### src/rtl/mem_pkg.sv
// Shared types and constants for the memory arbiter.
//   state_e  : arbiter FSM encoding
//   owner_e  : requester identity (FETCH = 0, DATA = 1)
//   acc_t    : per-access payload latched on the granting edge
package mem_pkg;

    localparam int unsigned ADDR_W = 16;
    localparam int unsigned DATA_W = 16;

    localparam logic [ADDR_W-1:0] MEM_SIZE = 16'h0100;

    typedef enum logic [1:0] {
        ST_IDLE    = 2'd0,
        ST_ISSUE   = 2'd1,
        ST_WAIT    = 2'd2,
        ST_CAPTURE = 2'd3
    } state_e;

    typedef enum logic {
        OWNER_FETCH = 1'b0,
        OWNER_DATA  = 1'b1
    } owner_e;

    typedef struct packed {
        owner_e              owner;
        logic                we;
        logic [DATA_W-1:0]   wdata;
    } acc_t;

    // Unsigned range check against the memory depth.
    function automatic logic addr_in_range(input logic [ADDR_W-1:0] addr);
        return addr < MEM_SIZE;
    endfunction

endpackage

### src/rtl/rr_arb2.sv
// Two-way round-robin grant.
//   req[0]      : fetch request
//   req[1]      : data request
//   last_grant  : owner granted most recently
//   gnt_valid_c : a grant is available this cycle (combinational)
//   gnt_owner_c : owner to grant (combinational)
module rr_arb2
    import mem_pkg::*;
(
    input  logic [1:0] req,
    input  owner_e     last_grant,
    output logic       gnt_valid_c,
    output owner_e     gnt_owner_c
);

    // On contention the requester that was not served last wins.
    always_comb begin
        gnt_valid_c = |req;
        gnt_owner_c = OWNER_FETCH;
        if (req[0] && req[1]) begin
            gnt_owner_c = (last_grant == OWNER_FETCH) ? OWNER_DATA : OWNER_FETCH;
        end else if (req[1]) begin
            gnt_owner_c = OWNER_DATA;
        end
    end

endmodule

### src/rtl/mem_arbiter.sv
// Arbitrates the single-port 16-bit memory between the fetch unit (read only)
// and the data/stack unit (read/write), sequencing issue, wait, capture, ack.
//   clk, rst_n                     : clock, synchronous active-low reset
//   f_req/f_addr -> f_ack/f_rdata  : fetch port
//   d_req/d_we/d_addr/d_wdata
//     -> d_ack/d_rdata/d_err       : data port
//   mem_w/mem_addr/mem_wdata       : memory control (registered)
//   mem_rdata/mem_ready            : memory response
module mem_arbiter
    import mem_pkg::*;
#(
    parameter int unsigned WAIT_CYCLES = 1
) (
    input  logic              clk,
    input  logic              rst_n,
    input  logic              f_req,
    input  logic [ADDR_W-1:0] f_addr,
    output logic              f_ack,
    output logic [DATA_W-1:0] f_rdata,
    input  logic              d_req,
    input  logic              d_we,
    input  logic [ADDR_W-1:0] d_addr,
    input  logic [DATA_W-1:0] d_wdata,
    output logic              d_ack,
    output logic [DATA_W-1:0] d_rdata,
    output logic              d_err,
    output logic              mem_w,
    output logic [ADDR_W-1:0] mem_addr,
    output logic [DATA_W-1:0] mem_wdata,
    input  logic [DATA_W-1:0] mem_rdata,
    input  logic              mem_ready
);

    localparam int unsigned CNT_W = $clog2(WAIT_CYCLES + 1);

    state_e            state_q,      state_d;
    owner_e            last_grant_q, last_grant_d;
    acc_t              acc_q,        acc_d;
    logic [CNT_W-1:0]  cnt_q,        cnt_d;
    logic              f_ack_q,      f_ack_d;
    logic [DATA_W-1:0] f_rdata_q,    f_rdata_d;
    logic              d_ack_q,      d_ack_d;
    logic [DATA_W-1:0] d_rdata_q,    d_rdata_d;
    logic              d_err_q,      d_err_d;
    logic              mem_w_q,      mem_w_d;
    logic [ADDR_W-1:0] mem_addr_q,   mem_addr_d;
    logic [DATA_W-1:0] mem_wdata_q,  mem_wdata_d;

    logic              gnt_valid_c;
    owner_e            gnt_owner_c;
    logic              gnt_we_c;
    logic [ADDR_W-1:0] gnt_addr_c;
    logic [DATA_W-1:0] gnt_wdata_c;
    logic [DATA_W-1:0] cap_data_c;

    rr_arb2 u_rr_arb2 (
        .req         ({d_req, f_req}),
        .last_grant  (last_grant_q),
        .gnt_valid_c (gnt_valid_c),
        .gnt_owner_c (gnt_owner_c)
    );

    // Payload of the requester selected by the round-robin.
    always_comb begin
        gnt_we_c    = 1'b0;
        gnt_addr_c  = f_addr;
        gnt_wdata_c = '0;
        if (gnt_owner_c == OWNER_DATA) begin
            gnt_we_c    = d_we;
            gnt_addr_c  = d_addr;
            gnt_wdata_c = d_wdata;
        end
    end

    // A write returns the word it wrote; a read returns the memory word.
    assign cap_data_c = acc_q.we ? acc_q.wdata : mem_rdata;

    // Next-state and registered-output logic; acks are raised on entry to CAPTURE.
    always_comb begin
        state_d      = state_q;
        last_grant_d = last_grant_q;
        acc_d        = acc_q;
        cnt_d        = cnt_q;
        f_ack_d      = 1'b0;
        f_rdata_d    = f_rdata_q;
        d_ack_d      = 1'b0;
        d_rdata_d    = d_rdata_q;
        d_err_d      = 1'b0;
        mem_w_d      = 1'b0;
        mem_addr_d   = mem_addr_q;
        mem_wdata_d  = mem_wdata_q;

        case (state_q)
            ST_IDLE: begin
                if (gnt_valid_c) begin
                    last_grant_d = gnt_owner_c;
                    acc_d.owner  = gnt_owner_c;
                    acc_d.we     = gnt_we_c;
                    acc_d.wdata  = gnt_wdata_c;
                    cnt_d        = '0;
                    if (addr_in_range(gnt_addr_c)) begin
                        state_d     = ST_ISSUE;
                        mem_addr_d  = gnt_addr_c;
                        mem_wdata_d = gnt_wdata_c;
                        mem_w_d     = gnt_we_c;
                    end else begin
                        // Out of range: skip the memory, complete with zero data.
                        state_d = ST_CAPTURE;
                        if (gnt_owner_c == OWNER_DATA) begin
                            d_ack_d   = 1'b1;
                            d_err_d   = 1'b1;
                            d_rdata_d = '0;
                        end else begin
                            f_ack_d   = 1'b1;
                            f_rdata_d = '0;
                        end
                    end
                end
            end

            ST_ISSUE: begin
                state_d = ST_WAIT;
            end

            ST_WAIT: begin
                // Ready is only trusted after the full wait has elapsed.
                if (cnt_q == CNT_W'(WAIT_CYCLES)) begin
                    if (mem_ready) begin
                        state_d = ST_CAPTURE;
                        if (acc_q.owner == OWNER_DATA) begin
                            d_ack_d   = 1'b1;
                            d_rdata_d = cap_data_c;
                        end else begin
                            f_ack_d   = 1'b1;
                            f_rdata_d = cap_data_c;
                        end
                    end
                end else begin
                    cnt_d = cnt_q + CNT_W'(1);
                end
            end

            ST_CAPTURE: begin
                state_d = ST_IDLE;
            end

            default: begin
                state_d = ST_IDLE;
            end
        endcase
    end

    // State and output registers.
    always_ff @(posedge clk) begin
        if (!rst_n) begin
            state_q      <= ST_IDLE;
            last_grant_q <= OWNER_DATA;
            acc_q        <= '0;
            cnt_q        <= '0;
            f_ack_q      <= 1'b0;
            f_rdata_q    <= '0;
            d_ack_q      <= 1'b0;
            d_rdata_q    <= '0;
            d_err_q      <= 1'b0;
            mem_w_q      <= 1'b0;
            mem_addr_q   <= '0;
            mem_wdata_q  <= '0;
        end else begin
            state_q      <= state_d;
            last_grant_q <= last_grant_d;
            acc_q        <= acc_d;
            cnt_q        <= cnt_d;
            f_ack_q      <= f_ack_d;
            f_rdata_q    <= f_rdata_d;
            d_ack_q      <= d_ack_d;
            d_rdata_q    <= d_rdata_d;
            d_err_q      <= d_err_d;
            mem_w_q      <= mem_w_d;
            mem_addr_q   <= mem_addr_d;
            mem_wdata_q  <= mem_wdata_d;
        end
    end

    assign f_ack     = f_ack_q;
    assign f_rdata   = f_rdata_q;
    assign d_ack     = d_ack_q;
    assign d_rdata   = d_rdata_q;
    assign d_err     = d_err_q;
    assign mem_w     = mem_w_q;
    assign mem_addr  = mem_addr_q;
    assign mem_wdata = mem_wdata_q;

endmodule

### config.mk
export PLATFORM = sky130hd
export DESIGN_NAME = mem_arbiter
export DESIGN_NICKNAME = d
export VERILOG_FILES = /design/src/rtl/mem_pkg.sv /design/src/rtl/rr_arb2.sv /design/src/rtl/mem_arbiter.sv
export SDC_FILE = /design/constraint.sdc
export NUM_CORES = 1
export LEC_CHECK = 0
export ABC_CLOCK_PERIOD_IN_PS = 2070
export CAP_MARGIN = 20
export CORE_MARGIN = 2
export CORE_UTILIZATION = 40
export CTS_CLUSTER_DIAMETER = 120
export DETAILED_ROUTE_END_ITERATION = 16
export PLACE_DENSITY_LB_ADDON = 0.08
export SKIP_CTS_REPAIR_TIMING = 1
export SLEW_MARGIN = 20
export SYNTH_ARGS = -nofsm -noshare
export SYNTH_HDL_FRONTEND = slang
export SYNTH_SLANG_ARGS = --single-unit
### constraint.sdc
create_clock -name clk -period 2.07 [get_ports clk]
set_clock_uncertainty 0.05 [all_clocks]
set_input_delay 0.414 -clock clk [delete_from_list [all_inputs] [get_ports clk]]
set_output_delay 0.414 -clock clk [all_outputs]
set_load 0.005 [all_outputs]
* After elaboration in Yosys (flattened, before gate mapping)
Cells that the tools add are included. W data, S select, Z words.
Word-level totals: flip-flop bits (word level) 90, input bits 70, output and inout port bits 68
Cells by class: $add $sub $neg 1, $lt $le $gt $ge 1, equal/unequal tests 11, mux-type cells 43, reduce and logical (&&, ||, !) cells 12
Operators with widths (number):
- $mux W16 | 15
- $pmux W16 S2 | 2
- $mux W1 | 18
- $lt A16 B9 Y1 const B | 1
- $ne A2 B2 Y1 const B | 8
- $reduce_and A7 Y1 | 2
- $mux W2 | 4
- $pmux W2 S4 | 1
- $pmux W1 S2 | 3
- $reduce_and A2 Y1 | 3
- $reduce_and A3 Y1 | 2
- $eq A2 B2 Y1 const B | 2
- $reduce_and A4 Y1 | 1
- $eq A2 B1 Y1 const B | 1
- $logic_not A2 Y1 | 1
- $reduce_bool A2 Y1 | 1
- $reduce_or A2 Y1 | 1
- $add A1 B1 Y1 const B | 1
- $logic_and A1 B1 Y1 | 1

* Logic depth before layout (Yosys ltp)
Gate-level depths: netlist of run 1.
depth after elaboration 7, gate-level depth with buffers 8, depth with buffers taken out 6

* By module
From an unflattened synthesis of run 1, not the netlist that was laid out.
Second synthesis, totals: cells, all modules 361, area total of the unflattened synthesis 3668.5 µm²
Modules (own cells, without submodules):
- mem_arbiter | instances 1, cells an instance 359, area each 3654.8 µm²
- rr_arb2 | instances 1, cells an instance 2, area each 13.8 µm²

* Worst setup path after synthesis of run 1
OpenSTA, ideal clock, no wires.
path type input to register, start point input port d_addr[11], end point register mem_wdata_q[5], in the netlist mem_wdata[5], data arrival time 1819 ps, data required time 1899 ps, path slack 80 ps, stages 5, path through or4_4 or3_4 a21oi_4 buf_12 o22ai_2
Between the ends: longest elaborated chain between the ends 3
RTL lines:
- start: declaration | RTL line mem_arbiter.sv:22 | input logic [ADDR_W-1:0] d_addr,
- $mux W16 | RTL line mem_arbiter.sv:68 | if (gnt_owner_c == OWNER_DATA) begin
- $lt A16 B9 Y1 | RTL line mem_pkg.sv:32 | return addr < MEM_SIZE;
- $reduce_and A3 Y1 (no line)
- end signal: assignment | RTL line mem_arbiter.sv:180 | mem_wdata_q <= mem_wdata_d;
- end: declaration | RTL line mem_arbiter.sv:47 | logic [DATA_W-1:0] mem_wdata_q, mem_wdata_d;
No other way between the ends. A chain may end at the register's enable or synchronous reset.

* Final worst setup path of run 1
start point input port d_addr[11], end point register mem_wdata_q[8], in the netlist mem_wdata[8]
Same word-level chain as after synthesis.

==> results of run 1 <==
[flip-flops by register name (all words and copies together) (netlist names)]
register and cells:
state_q 2, last_grant_q 1, d_err 1, d_rdata 16, mem_wdata 16, f_rdata 16
f_ack 1, d_ack 1, mem_addr 16, acc_q 18, mem_w 1, cnt_q 1
[cell usage after synthesis, types with 3 or more instances]
cell type | instances | share of area (%)
a21boi_0 | 16 | 3.2
buf_6 | 4 | 1.2
mux2i_1 | 40 | 11
nor2b_1 | 4 | 0.66
dfxtp_1 | 90 | 48
nand2b_1 | 9 | 1.5
o211ai_1 | 10 | 2.0
nand3_1 | 5 | 0.66
o22ai_2 | 10 | 3.3
nor2_1 | 6 | 0.59
o22ai_1 | 5 | 0.83
mux2_2 | 16 | 4.8
clkbuf_1 | 14 | 1.4
and3_1 | 9 | 1.5
o21ai_0 | 4 | 0.53
a21bo_2 | 3 | 0.79
and2_1 | 4 | 0.66
a21oi_1 | 3 | 0.40
nand2_1 | 107 | 11
[logic make-up after synthesis]
group                      Yosys count  share of synthesized area [%]
AOI/OAI and AO/OA                   63                           13.6
adders and majority gates            2                          0.660
buffers and inverters               28                           4.43
DFF                                 90                           47.6
muxes                               56                           15.3
and+or+nand+nor                    154                           18.4
[worst paths after layout]
kind	to	slack [ns]
max	mem_wdata[8]	0.04
min	mem_wdata[15]	0.40
max reg2reg	d_rdata[12]	0.18
min reg2reg	mem_wdata[15]	0.40
[per-stage QoR]
stage               util [%]  setup slack, ns  total power [mW]  hold slack (ns)
floorplan                  -           0.0800              2.99            0.390
global placement        58.6           -0.322              3.72            0.386
detailed placement      58.6           -0.378              3.74            0.391
CTS                     60.5          -0.0194              4.85            0.403
global route            61.6          0.00874              5.05            0.427
finish                  61.6           0.0357              4.80            0.401
[metal layers]
metal | up-vias | part of all wire, % | GRT usage [%]
met4 | 0 | 1.9 | 7.59
li1 | 1654 | - | -
met5 | - | 0 | 0
met3 | 16 | 4.9 | 4.07
met2 | 94 | 48 | 33.6
met1 | 1538 | 45 | 24.8
[critical path, stage by stage]
cell             delay [ns]
clkdlybuf4s50_1        0.40
or4_4                  0.46
or3_4                  0.38
a21oi_4                0.26
clkbuf_16              0.21
o22ai_2                0.07
[layout make-up]
class	count	share of cell area (%)
Sequential cell	90	31.8
Multi-Input combinational cell	275	32.4
Inverter	2	0.133
Timing Repair Buffer	164	30.0
Clock inverter	5	0.685
Clock buffer	11	2.50
Tap cell	111	2.45
[power by group through the flow]
| stage | Clock (mW) | Combinational (mW) | Sequential, mW |
|---|---|---|---|
| floorplan | 0 | 0.980 | 2.01 |
| global placement | 0 | 1.71 | 2.01 |
| detailed placement | 0 | 1.73 | 2.01 |
| CTS | 1.14 | 1.74 | 1.97 |
| global route | 1.21 | 1.86 | 1.99 |
| finish | 1.10 | 1.73 | 1.97 |
==> summary.md, run 1 <==
| Metric | Value |
|---|---|
| Mean Syn Cell Area | `9.64 um^2` |
| Ys flop type | `dfxtp_1` |
| Fillers | `roughly 770` |
| Setup tns final | `0 ns` |
| ANT nets after route | `0` |
| Final period utilization | `98.3%` |
| Gate power share | `36.0%` |
| Gr ovfl total | `0` |
| Layout cell share with drive strength beyond 1 | `15.2%` |
| IR drop worst, VDD | `about 0.3 mV` |
| Tmin final | `around 2.0 ns` |
| Commonest non-fill, non-tap cell in the layout | `clkdlybuf4s50_1` |
| DR DRC count | `0` |
| Sw Pwr | `roughly 1.5 mW` |
| Hold Path Origin | `mem_wdata[15]` |
| Root Driver | `clkbuf_8` |
| Worst r2r src | `state_q[0]` |
| DR WL/cell | `15.5 um` |
| Seq. cell area | `1800 um^2` |
| Vias per inst | `5.02` |
| Port Buf Inserts | `137` |
| CP Max Fanout | `8` |
| Gate Count Post-Synth | `393` |
| Critical Path RT | `~2.2 ns` |
| Die height | `~100 um` |
| Diode count | `0` |
| Startpoint Class | `input pin` |
| Slew HR | `72.8%` |
| Synth cell types | `42` |
| Seq pwr share | `about two fifths` |
| Post-route cell area | `between 5000 and 6000 um^2` |
| Register-to-Register Path Depth | `8` |
| Initial Utilization | `41.2%` |
| Yosys warnings | `0` |
| Static Leak | `2.16 nW` |
| Site row count | `35` |
| Final non-filler cell total | `approximately 660` |
| Unrepaired setup endpoints after global routing | `no` |
| Gpl congestion | `0.843` |
| Multi-input logic area | `1840 um^2` |
| Final net count | `just over 600` |
| Detailed placement HPWL | `around 7400 um` |
| Core ar. | `9200 um^2` |
| Die area | `10300 um^2` |
| Pwr/cell area | `849 nW/um^2` |
| Slew @ Worst Pin | `between 0.4 and 0.5 ns` |
| Internal | `3.26 mW` |
| P&R area growth vs syn | `49.4%` |
| CTS tree | `yes` |
| Final Hold Fails | `0` |
| Cells after DPL | `638` |
| Number of global-route vias before repair | `3394` |
| CP endpoint kind | `flop` |
| Setup-failing EPs final | `0` |
| H-tree depth | `3` |
| Post-synth EDFFs | `0` |
| Most frequent cells in the layout | `clkdlybuf4s50_1 (129), nand2_1 (107), dfxtp_1 (90), mux2i_1 (40), buf_4 (19)` |
| Final slew viol count | `0` |
| Dpl cell area | `5390 um^2` |
| Sink Count | `90` |
| Syn_nets | `465` |
| Ys async rst share | `0%` |
| Max clock buf depth | `2` |
| Sequential-to-total area share from yosys stat | `47.6%` |
| Pin count of the biggest net entering global routing | `59` |
| Die Wd | `101 um` |
| Routed vias | `3302` |
| Clk slew on worst S/H paths | `0.09 ns` |
| #FFs+latches synth | `90` |
| Max Fclk | `492 MHz` |
| Initial DRT Pass Iterations | `4` |
| Part of the power in the clock network | `a little under a quarter` |
| Outcome | `finished, final reports clean` |
| Critical path class | `input pin to flop` |
| First-pass GRT wire length | `16100 um` |
| Switching share of power | `32.2%` |
| Crit path DAT | `2.21 ns` |
| CP startpoint | `d_addr[11]` |
| Max Cap Viol | `0` |
| Initial antenna violation count | `0` |
| Detailed-route wire length | `approximately 10000 um` |
| DRT iter0 DRCs | `89` |
| IO Pins | `138` |
| Global Route Usage Sum | `19.8%` |
| Num CTS Buffers | `9` |
| Synthesized cell area | `3790 um^2` |
| Hold Path Class | `flop to flop` |
| Clock Latency Late Sink | `0.35 ns` |
| Hold Path Depth | `2` |
(Power assumes the default switching activity.)
==> run 2, diff against run 1 <==
- SETUP_SLACK_MARGIN: default -> 0.05
==> run 2 against run 1 <==
Against the previous run: worst hold slack better by 0.0020 ns; first-iteration DRC count up 3.4%; routed wire length about the same; setup slack better by 0.050 ns; final area up 0.15%.
==> summary.md, run 2 (synthesis gave the netlist of run 1 again) <==
| Metric | Value |
|---|---|
| Outcome | `finished, final reports clean (unchanged)` |
| Final Hold Fails | `0 (unchanged)` |
| Layout cell share with drive strength beyond 1 | `15.2% (unchanged)` |
| IR drop worst, VDD | `0.306 mV (was 0.307 mV)` |
| Multi-input logic area | `1840 um^2 (about the same)` |
| Worst Setup EP | `mem_wdata[8] (unchanged)` |
| Overall Power | `4.80 mW (about the same)` |
| Core ar. | `9200 um^2 (unchanged)` |
| R2r endpoint | `d_rdata[12] (unchanged)` |
| DR DRC count | `0 (unchanged)` |
| Port Buf Inserts | `137 (unchanged)` |
| Final slew viol count | `0 (unchanged)` |
| DRT iter0 DRCs | `92 (was 89)` |
| Routed vias | `3303 (was 3302)` |
| CTS tree | `yes (unchanged)` |
| Clock Latency Late Sink | `0.34 ns (was 0.35 ns)` |
| Critical path class | `input pin to flop (unchanged)` |
| Fillers | `771 (was 774)` |
| H-tree depth | `3 (unchanged)` |
| Reg2Reg Setup Slack | `0.20 ns (was 0.18 ns)` |
| Final period utilization | `95.8% (was 98.3%)` |
| P&R area growth vs syn | `49.6% (was 49.4%)` |
| Die Wd | `101 um (unchanged)` |
| Setup-failing EPs final | `0 (unchanged)` |
| Unrepaired setup endpoints after global routing | `no (unchanged)` |
| Dpl ws | `-0.378 ns (unchanged)` |
| Gr ovfl total | `0 (unchanged)` |
| Diode count | `0 (unchanged)` |
| Detailed placement HPWL | `7380 um (unchanged)` |
| Slew @ Worst Pin | `0.408 ns (about the same)` |
| Initial antenna violation count | `0 (unchanged)` |
| Commonest non-fill, non-tap cell in the layout | `clkdlybuf4s50_1 (unchanged)` |
| Pin count of the biggest net entering global routing | `59 (unchanged)` |
| Number of global-route vias before repair | `3394 (unchanged)` |
| Num CTS Buffers | `9 (unchanged)` |
| Hold Path Class | `flop to flop (unchanged)` |
| Biggest register | `acc_q (unchanged)` |
| Slew HR | `72.8% (about the same)` |
| Max Fclk | `504 MHz (was 492 MHz)` |
| Die area | `10300 um^2 (unchanged)` |
| Vias per inst | `5.02 (about the same)` |
| Pwr/cell area | `847 nW/um^2 (was 849 nW/um^2)` |
| Detailed-route wire length | `10200 um (about the same)` |
| Gpl congestion | `0.843 (unchanged)` |
| Crit path DAT | `2.15 ns (was 2.21 ns)` |
| Die height | `101 um (unchanged)` |
| Clk slew on worst S/H paths | `0.09 ns (about the same)` |
| Register-to-Register Path Depth | `8 (unchanged)` |
| Initial DRT Pass Iterations | `4 (unchanged)` |
| ANT nets after route | `0 (unchanged)` |
| First-pass GRT wire length | `16100 um (unchanged)` |
| Max Cap Viol | `0 (unchanged)` |
| Site row count | `35 (unchanged)` |
| Most frequent cells in the layout | `clkdlybuf4s50_1 (128), nand2_1 (107), dfxtp_1 (90), mux2i_1 (40), buf_4 (19) (was clkdlybuf4s50_1 (129), nand2_1 (107), dfxtp_1 (90), mux2i_1 (40), buf_4 (19))` |
| Max clock buf depth | `2 (unchanged)` |
| CP endpoint kind | `flop (unchanged)` |
| CP startpoint | `d_req (was d_addr[11])` |
| Startpoint Class | `input pin (unchanged)` |
| Largest register FFs | `18 (unchanged)` |
| IO Pins | `138 (unchanged)` |
| DR WL/cell | `15.5 um (about the same)` |
| Sink Count | `90 (unchanged)` |
| CP Max Fanout | `8 (unchanged)` |
| Seq. cell area | `1800 um^2 (unchanged)` |
| Global Route Usage Sum | `19.8% (unchanged)` |
| Final net count | `614 (unchanged)` |
| Root Driver | `clkbuf_8 (unchanged)` |
| Final setup margin | `0.0862 ns (was 0.0357 ns)` |
| Critical Path RT | `2.24 ns (about the same)` |
| Tmin final | `1.98 ns (was 2.03 ns)` |
| Static Leak | `2.17 nW (was 2.16 nW)` |
| Worst r2r src | `state_q[0] (unchanged)` |
| Initial Utilization | `41.2% (unchanged)` |
## run 2: cell count changes in the layout (fill, tap and decap cells not counted)
cell | previous run | this run
a21bo_2 | 2 | 1
clkdlybuf4s50_1 | 129 | 128
a21bo_4 | 1 | 2
dlymetal6s2s_1 | 7 | 8
## run 2: where the power goes
part | leakage [nW] | total [mW] | internal, mW | switching, mW
sequential | 0.728 | 1.97 | 1.89 | 0.0830
combinational | 1.35 | 1.73 | 0.892 | 0.836
clock | 0.0899 | 1.10 | 0.477 | 0.627
## run 2: critical path, stage by stage
cell and delay [ns]:
clkdlybuf4s50_1 0.51, a21bo_4 0.26, or3_4 0.42, a21oi_4 0.26
clkbuf_16 0.21, o22ai_2 0.07
## run 2: how the worst min path moves through the flow
stage | start | to | cells after the start
after floorplan | acc_q[10] | acc_q[10] | 2
after detailed placement | mem_wdata[15] | mem_wdata[15] | 2
after CTS | mem_wdata[15] | mem_wdata[15] | 2
after global routing | d_rdata[11] | d_rdata[11] | 2
final | mem_wdata[15] | mem_wdata[15] | 2
after global placement | mem_wdata[15] | mem_wdata[15] | 2
## run 2: cell type report
| type | count | area share, % |
|---|---|---|
| inverter | 2 | 0.132 |
| tap | 111 | 2.45 |
| multi-input combinational | 275 | 32.5 |
| timing repair buffer | 164 | 30.0 |
| clock buffer | 11 | 2.49 |
| clock inverter | 5 | 0.684 |
| sequential | 90 | 31.8 |
## run 2: metal layers
layer  track usage (%)  vias up  routed length (um)
met1              24.8     1538                4590
li1                  -     1655                   -
met4              7.59        0                 198
met5                 0        -                   0
met2              33.6       94                4900
met3              4.07       16                 516
## run 2: per-stage QoR
step | utilization (%) | cells | cell area (um^2) | TNS, ns | hold WS, ns
floorplan | - | 393 | 3790 | 0 | 0.390
global placement | 58.6 | 638 | 5390 | -11.16 | 0.386
detailed placement | 58.6 | 638 | 5390 | -12.69 | 0.391
CTS | 60.5 | 654 | 5570 | -0.0592 | 0.403
global route | 61.6 | 658 | 5670 | 0 | 0.427
finish | 61.6 | 658 | 5670 | 0 | 0.403
==> run 3, diff against run 2 <==
- SKIP_CTS_REPAIR_TIMING: 1 -> default
==> run 3 against run 2 <==
Against the previous run: sequential cell count unchanged; clock-buffer cell count unchanged; sequential share of layout area decreased by 0.13 points; sequential power about the same; final cell count increased by 0.76%; global-route usage increased by 0.67 points; maximum frequency increased by 1.3%; worst hold slack about the same.
==> summary.md, run 3 (synthesis gave the netlist of run 1 again) <==
| Metric | Value |
|---|---|
| Root Driver | `clkbuf_8 (unchanged)` |
| Setup-failing EPs final | `0 (unchanged)` |
| Hold-fix buffers at CTS | `0` |
| Startpoint Class | `input pin (unchanged)` |
| Layout cell share with drive strength beyond 1 | `16.1% (was 15.2%)` |
| P&R area growth vs syn | `50.3% (was 49.6%)` |
| Gr ovfl total | `0 (unchanged)` |
| Final core occ | `61.9% (was 61.6%)` |
| Detailed placement HPWL | `7380 um (unchanged)` |
| Die height | `101 um (unchanged)` |
| Multi-input logic area | `1860 um^2 (was 1840 um^2)` |
| Pin count of the biggest net entering global routing | `59 (unchanged)` |
| Initial DRT Pass Iterations | `4 (unchanged)` |
| Final non-filler cell total | `663 (was 658)` |
| Gpl congestion | `0.843 (unchanged)` |
| DR DRC count | `0 (unchanged)` |
| Slew HR | `71.9% (was 72.8%)` |
| Routed vias | `3351 (was 3303)` |
| First-pass GRT wire length | `16600 um (was 16100 um)` |
| Sink Count | `90 (unchanged)` |
| CP top delay family | `simple AND/OR/NAND/NOR gates (was buffers and inverters)` |
| Final slew viol count | `0 (unchanged)` |
| Critical path class | `input pin to flop (unchanged)` |
| CP Max Fanout | `5 (was 8)` |
| Worst r2r src | `state_q[0] (unchanged)` |
| Tmin final | `1.96 ns (was 1.98 ns)` |
| Slew @ Worst Pin | `0.421 ns (was 0.408 ns)` |
| Max Fclk | `511 MHz (was 504 MHz)` |
| Site row count | `35 (unchanged)` |
| R2r endpoint | `d_rdata[12] (unchanged)` |
| Commonest non-fill, non-tap cell in the layout | `clkdlybuf4s50_1 (unchanged)` |
| Initial Utilization | `41.2% (unchanged)` |
| H-tree depth | `3 (unchanged)` |
| Core ar. | `9200 um^2 (unchanged)` |
| Die area | `10300 um^2 (unchanged)` |
| IR drop worst, VDD | `0.316 mV (was 0.306 mV)` |
| Initial antenna violation count | `0 (unchanged)` |
| CTS tree | `yes (unchanged)` |
| Critical Path RT | `2.25 ns (was 2.24 ns)` |
| Largest register FFs | `18 (unchanged)` |
| CP max-delay cell | `or4_4 (was clkdlybuf4s50_1)` |
| Clock Latency Late Sink | `0.35 ns (was 0.34 ns)` |
| Num CTS Buffers | `9 (unchanged)` |
| Diode count | `0 (unchanged)` |
| Global Route Usage Sum | `20.5% (was 19.8%)` |
| CP endpoint kind | `flop (unchanged)` |
| Clk slew on worst S/H paths | `0.09 ns (about the same)` |
| Reg2Reg Setup Slack | `0.21 ns (was 0.20 ns)` |
| Most frequent cells in the layout | `clkdlybuf4s50_1 (129), nand2_1 (107), dfxtp_1 (90), mux2i_1 (40), buf_4 (20) (was clkdlybuf4s50_1 (128), nand2_1 (107), dfxtp_1 (90), mux2i_1 (40), buf_4 (19))` |
| Max Cap Viol | `0 (unchanged)` |
| Register-to-Register Path Depth | `8 (unchanged)` |
| CP peak stage delay | `0.55 ns (was 0.51 ns)` |
| Final period utilization | `94.6% (was 95.8%)` |
| IO Pins | `138 (unchanged)` |
| Max clock buf depth | `2 (unchanged)` |
| Unrepaired setup endpoints after global routing | `no (unchanged)` |
| Critical path cell sequence | `dlygate4sd2_1 > or4_4 > or3_4 > a21oi_4 > buf_6 > buf_12 > o22ai_2 (was clkdlybuf4s50_1 > a21bo_4 > or3_4 > a21oi_4 > clkbuf_16 > o22ai_2)` |
| Fillers | `782 (was 771)` |
| Biggest register | `acc_q (unchanged)` |
| Static Leak | `2.14 nW (was 2.17 nW)` |
| ANT nets after route | `0 (unchanged)` |
| Number of global-route vias before repair | `3454 (was 3394)` |
| Hold Path Origin | `mem_wdata[15] (unchanged)` |
| Final net count | `619 (was 614)` |
| Final Hold Fails | `0 (unchanged)` |
| Hold Path Class | `flop to flop (unchanged)` |
| Seq. cell area | `1800 um^2 (unchanged)` |
| Crit path DAT | `2.14 ns (was 2.15 ns)` |
| DR WL/cell | `15.7 um (was 15.5 um)` |
| DRT iter0 DRCs | `101 (was 92)` |
| Cells after DPL | `638 (unchanged)` |
| Worst Path Buf+Inv | `3 (was 2)` |
| Vias per inst | `5.05 (was 5.02)` |
| Detailed-route wire length | `10400 um (was 10200 um)` |
| Hold Path Sink | `mem_wdata[15] (unchanged)` |
| Port Buf Inserts | `137 (unchanged)` |
| Pwr/cell area | `844 nW/um^2 (was 847 nW/um^2)` |
| WP depth | `7 (was 6)` |
| Die Wd | `101 um (unchanged)` |
| Outcome | `finished, final reports clean (unchanged)` |
| Hold Path Depth | `2 (unchanged)` |
| Setup tns final | `0 ns (unchanged)` |
==> run 3: cell types whose count changed in the layout (fill, tap and decap cells not counted), moves of 2 or more <==
cell	delta
dlymetal6s2s_1	-7
clkbuf_16	-2
buf_6	+3
dlygate4sd2_1	+6
==> run 3: timing repair <==
item / CTS / global route
setup endpoints to repair: 16 / 17
cloned: 2 / 1
pin swaps: 6 / 4
setup buffers: 6 / 1
resized for setup: 13 / 5
==> run 3: stage by stage <==
step                      worst slack [ns]  total power [mW]  area [um^2]  hold WS [ns]
final                                0.112              4.81         5690         0.402
after CTS                           0.0631              4.85         5680         0.403
after detailed placement            -0.378              3.74         5390         0.391
after global routing                0.0624              5.06         5690         0.427
after floorplan                     0.0800              2.99         3790         0.390
after global placement              -0.322              3.72         5390         0.386
==> run 3: area by class of cell <==
| class | count | area share [%] |
|---|---|---|
| multi-input combinational | 276 | 32.6 |
| sequential | 90 | 31.6 |
| timing repair buffer | 168 | 30.0 |
| clock buffer | 11 | 2.48 |
| tap | 111 | 2.44 |
| clock inverter | 5 | 0.681 |
| inverter | 2 | 0.132 |
==> run 3: power breakdown <==
| group | switching, mW | internal, mW | leakage (nW) |
|---|---|---|---|
| clock network | 0.633 | 0.477 | 0.0899 |
| logic | 0.838 | 0.889 | 1.32 |
| registers | 0.0817 | 1.89 | 0.728 |
==> run 3: tightest hold or removal path, cell delays in order (launching register included) <==
cell and delay, ns:
dfxtp_1 0.32, nand2_1 0.05, o21ai_1 0.05
==> run 3: per-layer routing <==
metal  share of wire, %  GRT usage (%)  wire length [um]
met5                  0              0                 0
met2                 48           34.3              5050
met3                5.2           4.14               539
met1                 44           26.0              4640
met4                2.0           8.00               206
==> run 3: how the worst max path moves through the flow <==
stage / startpoint / endpoint / slack (ns)
2_1_floorplan: d_addr[11] / mem_wdata[5] / 0.08
3_3_place_gp: d_addr[11] / mem_wdata[3] / -0.32
3_5_place_dp: d_addr[11] / mem_wdata[4] / -0.38
4_1_cts: d_addr[15] / mem_w / 0.06
5_1_grt: d_req / mem_wdata[4] / 0.06
6_report: d_addr[8] / mem_wdata[7] / 0.11
==> variant 1, RTL diff (settings of run 3) <==
The output `d_err` loses its register stage (`d_err_q` becomes a continuous assignment).
--- a/src/rtl/mem_arbiter.sv
+++ b/src/rtl/mem_arbiter.sv
@@ -161,7 +161,6 @@
             f_rdata_q    <= '0;
             d_ack_q      <= 1'b0;
             d_rdata_q    <= '0;
-            d_err_q      <= 1'b0;
             mem_w_q      <= 1'b0;
             mem_addr_q   <= '0;
             mem_wdata_q  <= '0;
@@ -174,12 +173,13 @@
             f_rdata_q    <= f_rdata_d;
             d_ack_q      <= d_ack_d;
             d_rdata_q    <= d_rdata_d;
-            d_err_q      <= d_err_d;
             mem_w_q      <= mem_w_d;
             mem_addr_q   <= mem_addr_d;
             mem_wdata_q  <= mem_wdata_d;
         end
     end
+
+    assign d_err_q = d_err_d;
 
     assign f_ack     = f_ack_q;
     assign f_rdata   = f_rdata_q;
Behaviour: not the same (Yosys sat finds a counterexample within 4 cycles, from zero or initial values and one cycle with rst_n low).
==> variant 1 against run 3 <==
Routed wire length down 5.5%. Setup slack worse by 0.012 ns. Final area fell by 0.70%. Sequential cell count fell by 1. Sequential share of layout area decreased by 0.13 points. Total power is 6.3% higher. Die area is 0.13% lower. Synthesized area fell by 0.13%.
==> variant 1: results (changes against run 3) <==
Logic synthesis
  • Leading cell types by total area after synthesis: dfxtp_1, mux2i_1, nand2_1
  • Count of distinct cell types in the synthesized netlist: 36 (-14%)
  • Post-synthesis area per instance: 9.206 sq um (-4.5%)
  • Post-synth net total: 484 (+4.1%)
  • Sequential element share of the synthesized area: 47.09% (-0.47 points)
  • Ranking of synthesized cells by instance count: nand2_1, dfxtp_1, mux2i_1, mux2_2, clkbuf_1

Critical path
  • Maximum net fanout on the critical path: 2 (-3)

Power and ir drop
  • Worst-case vdd ir drop: 0.6149 mV (+94%)
  • Leakage power: 0.002072 uW (-3.1%)

GRT
  • Via count of the first global-routing pass: 3149 (-8.8%)
  • Global-route wire length before repair: 15.55 mm (-6.1%)
  • Largest net degree at the start of global routing: 105 (+78%)
  • Global-route usage over all layers: 19.02% (-1.5 points)

Worst hold path
  • Worst hold path type: input port to register

Drt
  • Average wire length per cell after detail routing: 14.73 um (-6.5%)
  • Overall via count from detail_route: 3333 (-0.54%)
  • Iteration-0 DRC Markers: 116 (+15%)

Place
  • Global placement routability congestion: 0.8232 (-2.3%)
  • Detail Placement HPWL: 6.906 mm (-6.4%)
  • Worst setup slack before clock tree synthesis: -0.4308 ns (-0.05324 ns)
  • Cell count after placement: 650 (+1.9%)

Layout
  • Net count, final: 627 (+1.3%)
  • Non-filler instance count after layout: 670 (+1.1%)
  • Share of layout cells above drive strength 1: 14.49% (-1.6 points)

Run status
  • Run status: finished, final reports clean
[variant 1: cell count changes in the layout (fill, tap and decap cells not counted), sizes merged, moves of 8 or more]
cell	delta
mux2	+8
nand2	-8
nand2b	-9
nand3	+15
nand4	+14
o211ai	-8
o21ai	+15
o22ai	-14
[variant 1: power breakdown]
part | internal (uW) | switching [uW] | total (uW)
clock | 601 | 624 | 1220
sequential | 1870 | 90.8 | 1960
combinational | 1010 | 916 | 1930
[variant 1: final cells by class]
class / count / area, sq um / share of cell area (%)
clock inverter: 5 / 63.81 / 1.129
timing repair buffer: 162 / 1640 / 29.02
sequential: 89 / 1782 / 31.52
clock buffer: 11 / 141.4 / 2.501
inverter: 5 / 18.77 / 0.3320
tap: 111 / 138.9 / 2.457
multi-input combinational: 287 / 1868 / 33.05
[variant 1: worst paths after layout]
check                                  from          end  slack, ns  cells past startpoint
worst max-delay path             d_addr[13]        d_err        0.1                      5
worst min-delay path                  rst_n     acc_q[3]       0.36                      2
worst max register to register   state_q[0]   d_rdata[8]       0.20                      8
worst min register to register  d_rdata[14]  d_rdata[14]       0.41                      2
[variant 1: cell families (layout without fill, tap and decap cells)]
family	Yosys count	after routing	share of synthesized area, %
AO/OA/AOI/OAI	55	55	9.789
multiplexers	64	64	17.72
buffers and inverters	35	183	4.233
flip-flops	89	89	47.09
AND/OR/NAND/NOR	165	165	20.17
adder cells (fa/ha/maj)	3	3	0.9922
[variant 1: critical path, delay by kind of cell]
| kind | cells | cell delay (ns) |
|---|---|---|
| compound gates | 1 | 0.14 |
| buf+inv | 2 | 0.36 |
| simple gates | 2 | 0.59 |
[variant 1: per-layer routing]
layer | global-route usage, % | share of wire [%] | vias to the layer above
li1 | - | - | 1704
met1 | 26.56 | 48 | 1531
met2 | 29.04 | 45 | 94
met3 | 5.038 | 6.1 | 4
met4 | 5.405 | 0.57 | 0
met5 | 0 | 0 | -
[variant 1: metrics by stage]
step	total power (uW)	hold slack (ns)
floorplan	3062	0.3900
CTS	5053	0.3417
global placement	3788	0.3922
detailed placement	3828	0.3970
global route	5401	0.3436
finish	5113	0.3623
[variant 1: timing repair]
| item | CTS | global route |
|---|---|---|
| cloned | 0 | 2 |
| setup buffers | 1 | 1 |
| pin swaps | 4 | 3 |
| endpoints found under the setup margin | 22 | 34 |
| resized for setup | 14 | 7 |
| hold buffers | 0 | 0 |
==> variant 2, RTL diff (config.mk and constraints of run 3) <==
Made on the original files. Change the package constant `DATA_W` from 16 to 12.
--- a/src/rtl/mem_pkg.sv
+++ b/src/rtl/mem_pkg.sv
@@ -5,7 +5,7 @@
 package mem_pkg;
 
     localparam int unsigned ADDR_W = 16;
-    localparam int unsigned DATA_W = 16;
+    localparam int unsigned DATA_W = 12;
 
     localparam logic [ADDR_W-1:0] MEM_SIZE = 16'h0100;
 
Ports: changed (5 resized); port bits go from 138 to 118. The function was not compared with the original's and may differ.
==> variant 2 against run 3 <==
Final area down 17%. Sequential share of layout area is 0.40 points lower. Count of clock-buffer cells in the layout is 1 lower. Setup slack worse by 0.053 ns. Total power decreased by 13%. Cell count shrank 18%. Routed wire length shrank 23%. Sequential cell count fell by 16. Sequential power down 17%. Synthesized area fell by 21%. Largest cell class unchanged. Largest power group unchanged. Highest routed layer unchanged.
==> variant 2: results (changes against run 3) <==
Critical path
  • Worst flop-to-flop path endpoint: mem_addr[0]
  • Biggest cell delay along the critical path: 0.58 ns (+0.03 ns)
  • Maximum net fanout on the critical path: 10 (+5)

Logic synthesis
  • Adder-cell share of the synthesized area: 0.8313% (+0.17 points)
  • Sequential element share of the synthesized area: 49.21% (+1.7 points)
  • Post-synth net total: 365 (-22%)
  • Count of distinct cell types in the synthesized netlist: 39 (-7.1%)
  • Post-synthesis area per instance: 10.00 sq um (+3.7%)
  • Compound-Gate Fraction of Synth Area: 14.01% (+0.40 points)

Drt
  • Overall via count from detail_route: 2708 (-19%)
  • Vias per Instance: 5.006 (-0.96%)

Power and ir drop
  • Worst-case vdd ir drop: 0.5454 mV (+72%)

Layout
  • Non-clock buffer share of cell area: 30.43% (+0.43 points)
  • Net count, final: 501 (-19%)
  • Clock buffer instance count of the final layout: 10 (-1)
  • Comb_multi_in: 206 (-25%)
  • Proportion of cell area occupied by registers: 31.25% (-0.40 points)
  • Relative area of clock buffers and inverters in the final design: 4.117% (+0.95 points)
  • Flip-flop count of the largest register after layout: 16 (-2)
  • Number of sequential cells: 74 (-18%)
  • Area used by multi-input combinational logic: 1486 sq um (-20%)

GRT
  • Global-route usage over all layers: 19.54% (-0.95 points)
  • Largest net degree at the start of global routing: 40 (-32%)

Place
  • Global placement routability congestion: 0.8053 (-4.4%)
  • Detail Placement HPWL: 5.717 mm (-23%)
  • Number of buffer cells added on primary ports: 117 (-15%)
  • Cell count after placement: 520 (-18%)

Run status
  • Run status: finished, final reports clean

Worst hold path
  • Endpoint with the worst hold slack: f_rdata[11]
variant 2: through the flow:
step           TNS [ns]  cell area, sq um  utilization (%)  setup slack, ns
3_3_place_gp     -15.62              4434            61.14          -0.4170
3_5_place_dp     -17.61              4434            61.14          -0.5197
5_1_grt               0              4741            65.36          0.02435
4_1_cts               0              4636            63.91          0.03442
6_report              0              4741            65.36          0.05906
2_1_floorplan         0              3010                -          0.09617
variant 2: metal layers:
layer	GRT usage (%)	up-vias	wire (um)
met3	4.007	13	378
met5	0	-	0
met4	6.667	0	104
li1	-	1345	-
met1	25.22	1266	3781
met2	32.46	84	3791
variant 2: timing repair:
item,in CTS,in global routing
endpoints found under the hold margin,0,0
resized for setup,1,14
endpoints found under the setup margin,20,44
setup buffers,0,4
cloned,0,1
pin swaps,6,8
variant 2: where the power goes:
part           total (uW)  switching [uW]  internal [uW]
clock                1110             548            559
sequential           1630            80.5           1550
combinational        1460             679            778
total                4200            1310           2890
